`src/rtl/addsub_pkg.sv`:
```
// addsub_pkg: shared opcode/state encodings and datapath width for the accumulator front end.
package addsub_pkg;
  typedef enum logic [1:0] {OP_LOAD, OP_ADD, OP_SUB, OP_CLEAR} op_e;
  typedef enum logic [1:0] {IDLE, EXEC, WB, RESP} state_e;
  localparam int ADDSUB_WIDTH = 4;
endpackage

```
`src/rtl/addsub_accum_ctrl_if.sv`:
```
// addsub_accum_ctrl_if: command and response handshakes of the accumulator controller.
interface addsub_accum_ctrl_if #(parameter int WIDTH = 4, parameter int CNT_WIDTH = 8);
  logic                 in_valid;
  logic                 in_ready;
  logic [1:0]           in_op;
  logic [WIDTH-1:0]     in_data;
  logic                 out_valid;
  logic                 out_ready;
  logic [WIDTH-1:0]     acc_out;
  logic                 carry_flag;
  logic                 ovf_flag;
  logic [CNT_WIDTH-1:0] op_count;
  modport master (
    output in_valid, in_op, in_data, out_ready,
    input  in_ready, out_valid, acc_out, carry_flag, ovf_flag, op_count
  );
  modport slave (
    input  in_valid, in_op, in_data, out_ready,
    output in_ready, out_valid, acc_out, carry_flag, ovf_flag, op_count
  );
endinterface

```
`src/rtl/addsub_flags.sv`:
```
// addsub_flags: two's-complement overflow from the sign bits of a, b, result and the subtract select.
module addsub_flags (
  input  logic a,
  input  logic b,
  input  logic m,
  input  logic r,
  output logic ovf
);
  logic be;
  assign be  = m ^ b;
  assign ovf = (a == be) && (r != a);
endmodule

```
`src/rtl/addsub_accum_ctrl.sv`:
```
// addsub_accum_ctrl: handshake-driven accumulator sequencing an external 4-bit adder/subtractor.
module addsub_accum_ctrl
  import addsub_pkg::*;
#(
  parameter int WIDTH     = ADDSUB_WIDTH,
  parameter int CNT_WIDTH = 8
) (
  input  logic             clk,
  input  logic             reset,
  addsub_accum_ctrl_if.slave bus,
  output logic [WIDTH-1:0] av_o,
  output logic [WIDTH-1:0] bv_o,
  output logic             m_o,
  input  logic [WIDTH-1:0] resultv_i,
  input  logic             cout_i
);
  state_e               state, nstate;
  op_e                  op_q;
  logic [WIDTH-1:0]     data_q, acc;
  logic                 carry, ovf, ovf_n, accept, in_arith, q_arith;
  logic [CNT_WIDTH-1:0] cnt;
  // ADD (01) and SUB (10) are the only opcodes whose bits differ
  assign in_arith = ^bus.in_op;
  assign q_arith  = (op_q == OP_ADD) || (op_q == OP_SUB);
  assign accept   = bus.in_valid && bus.in_ready;
  always_comb begin
    nstate = state;
    nstate = state == IDLE ? (bus.in_valid ? (in_arith ? EXEC : WB) : IDLE)
           : state == EXEC ? WB
           : state == WB   ? RESP
           : (bus.out_ready ? IDLE : RESP);
  end
  always_ff @(posedge clk) begin
    if (reset) begin
      state  <= IDLE;
      op_q   <= OP_LOAD;
      data_q <= '0;
      acc    <= '0;
      carry  <= 1'b0;
      ovf    <= 1'b0;
      cnt    <= '0;
      av_o   <= '0;
      bv_o   <= '0;
      m_o    <= 1'b0;
    end else begin
      state <= nstate;
      if (accept) begin
        op_q   <= op_e'(bus.in_op);
        data_q <= bus.in_data;
      end
      if (accept && in_arith) begin
        av_o <= acc;
        bv_o <= bus.in_data;
        m_o  <= bus.in_op == OP_SUB;
      end
      if (state == WB) begin
        acc   <= q_arith ? resultv_i : (op_q == OP_LOAD ? data_q : '0);
        carry <= q_arith && cout_i;
        ovf   <= q_arith && ovf_n;
        cnt   <= &cnt ? cnt : cnt + 1'b1;
      end
    end
  end
  addsub_flags u_flags (
    .a  (av_o[WIDTH-1]),
    .b  (bv_o[WIDTH-1]),
    .m  (m_o),
    .r  (resultv_i[WIDTH-1]),
    .ovf(ovf_n)
  );
  assign bus.in_ready   = state == IDLE;
  assign bus.out_valid  = state == RESP;
  assign bus.acc_out    = acc;
  assign bus.carry_flag = carry;
  assign bus.ovf_flag   = ovf;
  assign bus.op_count   = cnt;
endmodule

```
`src/flat_wrapper.sv`:
```
// flat-port wrapper written by rule: the top's interface ports become plain ports
module addsub_accum_ctrl_flat import addsub_pkg::*;
#(
  parameter int WIDTH     = ADDSUB_WIDTH,
  parameter int CNT_WIDTH = 8
)
  (clk, reset, av_o, bv_o, m_o, resultv_i, cout_i, bus_in_valid, bus_in_op, bus_in_data, bus_out_ready, bus_in_ready, bus_out_valid, bus_acc_out, bus_carry_flag, bus_ovf_flag, bus_op_count);
  addsub_accum_ctrl_if #(.WIDTH(WIDTH), .CNT_WIDTH(CNT_WIDTH)) bus_i ();
  input  logic clk;
  input  logic reset;
  output logic [WIDTH-1:0] av_o;
  output logic [WIDTH-1:0] bv_o;
  output logic m_o;
  input  logic [WIDTH-1:0] resultv_i;
  input  logic cout_i;
  input wire logic [$bits(bus_i.in_valid)-1:0] bus_in_valid;
  input wire logic [$bits(bus_i.in_op)-1:0] bus_in_op;
  input wire logic [$bits(bus_i.in_data)-1:0] bus_in_data;
  input wire logic [$bits(bus_i.out_ready)-1:0] bus_out_ready;
  output wire logic [$bits(bus_i.in_ready)-1:0] bus_in_ready;
  output wire logic [$bits(bus_i.out_valid)-1:0] bus_out_valid;
  output wire logic [$bits(bus_i.acc_out)-1:0] bus_acc_out;
  output wire logic [$bits(bus_i.carry_flag)-1:0] bus_carry_flag;
  output wire logic [$bits(bus_i.ovf_flag)-1:0] bus_ovf_flag;
  output wire logic [$bits(bus_i.op_count)-1:0] bus_op_count;
  assign bus_i.in_valid = bus_in_valid;
  assign bus_i.in_op = bus_in_op;
  assign bus_i.in_data = bus_in_data;
  assign bus_i.out_ready = bus_out_ready;
  assign bus_in_ready = bus_i.in_ready;
  assign bus_out_valid = bus_i.out_valid;
  assign bus_acc_out = bus_i.acc_out;
  assign bus_carry_flag = bus_i.carry_flag;
  assign bus_ovf_flag = bus_i.ovf_flag;
  assign bus_op_count = bus_i.op_count;
  addsub_accum_ctrl #(.WIDTH(WIDTH), .CNT_WIDTH(CNT_WIDTH)) u_core (.clk(clk), .reset(reset), .bus(bus_i), .av_o(av_o), .bv_o(bv_o), .m_o(m_o), .resultv_i(resultv_i), .cout_i(cout_i));
endmodule
```
`config.mk`:
```
export PLATFORM = sky130hd
export DESIGN_NAME = addsub_accum_ctrl_flat
export DESIGN_NICKNAME = d
export VERILOG_FILES = /design/src/rtl/addsub_pkg.sv /design/src/rtl/addsub_accum_ctrl_if.sv /design/src/rtl/addsub_flags.sv /design/src/rtl/addsub_accum_ctrl.sv /design/src/flat_wrapper.sv
export SDC_FILE = /design/constraint.sdc
export NUM_CORES = 1
export LEC_CHECK = 0
export BUFFER_PORTS_ARGS = -buffer_cell sky130_fd_sc_hd__buf_2
export CAP_MARGIN = 20
export CORE_UTILIZATION = 40
export CTS_CLUSTER_SIZE = 8
export DETAILED_ROUTE_END_ITERATION = 7
export PLACE_DENSITY = 0.65
export SLEW_MARGIN = 20
export SYNTH_ARGS = -nofsm -noshare
export SYNTH_HDL_FRONTEND = slang
export SYNTH_SLANG_ARGS = --single-unit
```
`constraint.sdc`:
```
create_clock -name clk -period 1.5 [get_ports clk]
set_input_delay 0.15 -clock clk [delete_from_list [all_inputs] [get_ports clk]]
set_output_delay 0.15 -clock clk [all_outputs]
set_load 0.05 [all_outputs]
```
==> impl_results.rst <==
.. list-table::
   :header-rows: 1

   * - Metric
     - Value
   * - Result of the run
     - finished, final reports clean
   * - Fraction of final layout cells with drive strength greater than 1
     - 0.332
   * - Antenna diode count
     - 0
   * - CTS sink cnt
     - 31
   * - Final clock period utilization by the worst path
     - 0.962
   * - Iteration-0 DRC count of the detailed router
     - 29
   * - Capturing element type of the critical path
     - flop
   * - Cell at the root of the clock tree
     - clkbuf_4
   * - Die area
     - 3620 µm²
   * - Met1 usage in global routing
     - 0.223
   * - Crit-path cells
     - ha_2 -> and2_1 -> or3_1 -> o221a_2
   * - Number of nets in the synthesized netlist
     - 181
   * - Global-route wire length before repair
     - 4770 µm
   * - Max incr delay on CP
     - 0.38 ns
   * - CP Data Arrival Time
     - 1.66 ns
   * - Number of buffer and inverter stages on the critical path
     - 0
   * - Initial antenna violation count
     - 0
   * - Cell at the slowest stage of the critical path
     - dfxtp_4
   * - Maximum number of pins on one net before global-route repair
     - 20
   * - Final number of max-transition violations
     - 0
   * - Count of nets left with antenna violations after detail routing
     - 0
   * - Most used cells in the layout excluding fill and tap cells
     - 39 x buf_2, 30 x nand2_1, 23 x dfxtp_1
   * - Max Cap Violations
     - 0
   * - Cell area after synthesis
     - 1360 µm²
   * - Hold Vio Cnt, Final
     - 0
   * - Type of the most critical hold path
     - in -> reg
   * - CTS buffer count
     - 5
   * - Most heavily used metal layer in global routing
     - met2
   * - R2R setup slack
     - 0.06 ns
   * - Clk_lat worst skew
     - 0.33 ns
   * - Kind of start point of the critical path
     - flop
   * - Worst slew margin relative to its limit
     - 0.738
   * - Power density cells
     - 1090 nW/µm²
   * - Cell leakage power
     - 0.000751 µW
   * - Unrepaired setup endpoints after global routing
     - no
   * - Number of port buffers
     - 39
   * - Synthesized area divided by synthesized cell count
     - 8.31 µm²
   * - Via Count
     - 1239
   * - Final WL
     - 2960 µm
   * - Number of remaining DRC errors
     - 0
   * - GRT Residual Overflow
     - 0
   * - Worst slew pin tran
     - 0.393 ns
   * - Instance count of the mapped netlist
     - 163
   * - Min Clock Period, post-route
     - 1.44 ns
   * - Tot GR Track Use
     - 0.185
   * - Sum of negative setup slack
     - 0 ns
   * - Initial standard-cell utilization of the core
     - 0.433
   * - Routability congestion estimate
     - 0.785
   * - Setup Viol. Count Final
     - 0
   * - CP top delay family
     - simple AND/OR/NAND/NOR gates
   * - Data required time at the worst endpoint
     - 1.72 ns
   * - HPWL after detailed placement
     - 2190 µm
   * - Vias per cell
     - 4.92
   * - Core region area
     - 3130 µm²
   * - Die Height
     - 60.2 µm
   * - Minimum hold slack
     - 0.0613 ns
   * - Final Core Density
     - 0.542
   * - Clock buffer depth
     - 2
   * - Met3 routing resource usage after global routing
     - 0.0649
   * - Clock slew at the register clock pins of the worst setup and hold paths
     - 0.09 ns
   * - H-tree depth
     - 2
   * - Seq cells post-synth
     - 31
   * - Sequential fraction of the synthesis area
     - 0.458
   * - Commonest non-fill, non-tap cell in the layout
     - buf_2
   * - Net count, final
     - 225
   * - I/O pin count
     - 40
   * - WL per Instance
     - 11.7 µm
   * - DR pass1 iterations
     - 4
   * - Number of distinct library cells after synthesis
     - 31
   * - Area growth from synthesis to final layout
     - 25.1%
   * - Clock tree from TritonCTS
     - done
   * - Maximum fanout encountered on the critical timing path
     - 4
   * - CP Class
     - reg -> reg
   * - Die width
     - 60.2 µm
   * - Max Clock Freq
     - 0.693 GHz
   * - Warnings from Yosys
     - 0
   * - Met2 Usage GRT
     - 0.292
   * - Number of global-route vias before repair
     - 1093
   * - Largest voltage drop on the vdd net
     - 628 µV
   * - Clock tree skew after final layout
     - 0.00946 ns
   * - Rows
     - 20
## power breakdown
part	internal, µW	total (µW)	switching (µW)
combinational	158	467	310
sequential	879	922	43.4
clock	182	455	273
total	1220	1840	626
## routing by layer
metal	vias to the layer above	part of all wire
li1	637	-
met1	569	0.46
met2	29	0.48
met3	4	0.050
met4	0	0.015
met5	-	0
## synth_stat cells
cell | instances | share of area
nor2b_1 | 1 | 0.0046
a311oi_1 | 1 | 0.0065
or2_2 | 1 | 0.0046
and2_1 | 2 | 0.0092
nand4_1 | 1 | 0.0046
clkbuf_1 | 5 | 0.014
o31ai_1 | 1 | 0.0055
o211ai_1 | 4 | 0.022
ha_1 | 3 | 0.028
or3_1 | 2 | 0.0092
and2b_1 | 1 | 0.0055
xnor2_1 | 1 | 0.0065
nand4_4 | 1 | 0.016
nor2_1 | 20 | 0.055
or4_1 | 1 | 0.0055
o2111ai_1 | 1 | 0.0065
nand3_1 | 4 | 0.015
nand2_1 | 30 | 0.083
nor3b_1 | 1 | 0.0055
a21oi_1 | 18 | 0.066
inv_1 | 5 | 0.014
o21ai_0 | 6 | 0.022
nand2b_1 | 2 | 0.0092
xor2_1 | 2 | 0.013
dfxtp_1 | 31 | 0.46
nand3b_1 | 2 | 0.011
o221a_2 | 1 | 0.0083
and3_1 | 1 | 0.0046
mux2i_1 | 8 | 0.059
buf_4 | 3 | 0.017
buf_2 | 3 | 0.011
## per-stage QoR
step                worst slack [ns]  cells  area [µm²]  power, µW
finish                        0.0572    252        1700       1840
global route                  0.0142    252        1700       1950
CTS                           0.0303    249        1660       1850
detailed placement            0.0523    241        1610       1390
global placement              0.0901    241        1610       1380
floorplan                   0.000120    163        1370       1280
## sequential cells by signal, indices dropped and copies added, names as in the netlist
name	count
u_core.av_o	4
u_core.bus.acc_out	4
u_core.bus.carry_flag	1
u_core.bus.op_count	8
u_core.bus.ovf_flag	1
u_core.bv_o	4
u_core.data_q	4
u_core.m_o	1
u_core.op_q	2
u_core.state	2
## worst paths after layout
kind,startpoint,endpoint,depth (start not counted)
setup / recovery,u_core.bus.op_count[0],u_core.bus.op_count[7],4
setup reg to reg,u_core.bus.op_count[0],u_core.bus.op_count[7],4
hold / removal,bus_in_data[1],u_core.bv_o[1],3
hold reg to reg,u_core.av_o[0],u_core.av_o[0],2
## cells by family after synthesis
group,synth area share
AO/OA/AOI/OAI,0.138
XOR/XNOR,0.0194
adder cells (fa/ha/maj),0.0277
buffers and inverters,0.0554
flip-flops,0.458
multiplexers,0.0591
AND/OR/NAND/NOR,0.243
## worst register-to-register path: cells and delay by family, from the launching register on
family / cells / cell delay, ns
adder cells (fa/ha/maj): 1 / 0.20
flip-flops: 1 / 0.38
AND/OR/NAND/NOR: 2 / 0.51
AO/OA/AOI/OAI: 1 / 0.24
## final cells by class
class,count,area (µm²)
inverters,5,18.8
clock inverters,1,5.00
flip-flops and latches,31,636
repair buffers,48,263
clock buffers,7,45.0
multi-input cells,116,673
fillers,328,1430
well taps,44,55.1
## what timing repair did
item | CTS | global route
resized for setup | 0 | 4
setup buffers | 0 | 3
hold buffers | 0 | 0
setup endpoints to repair | 0 | 12
(Power assumes the default switching activity.)
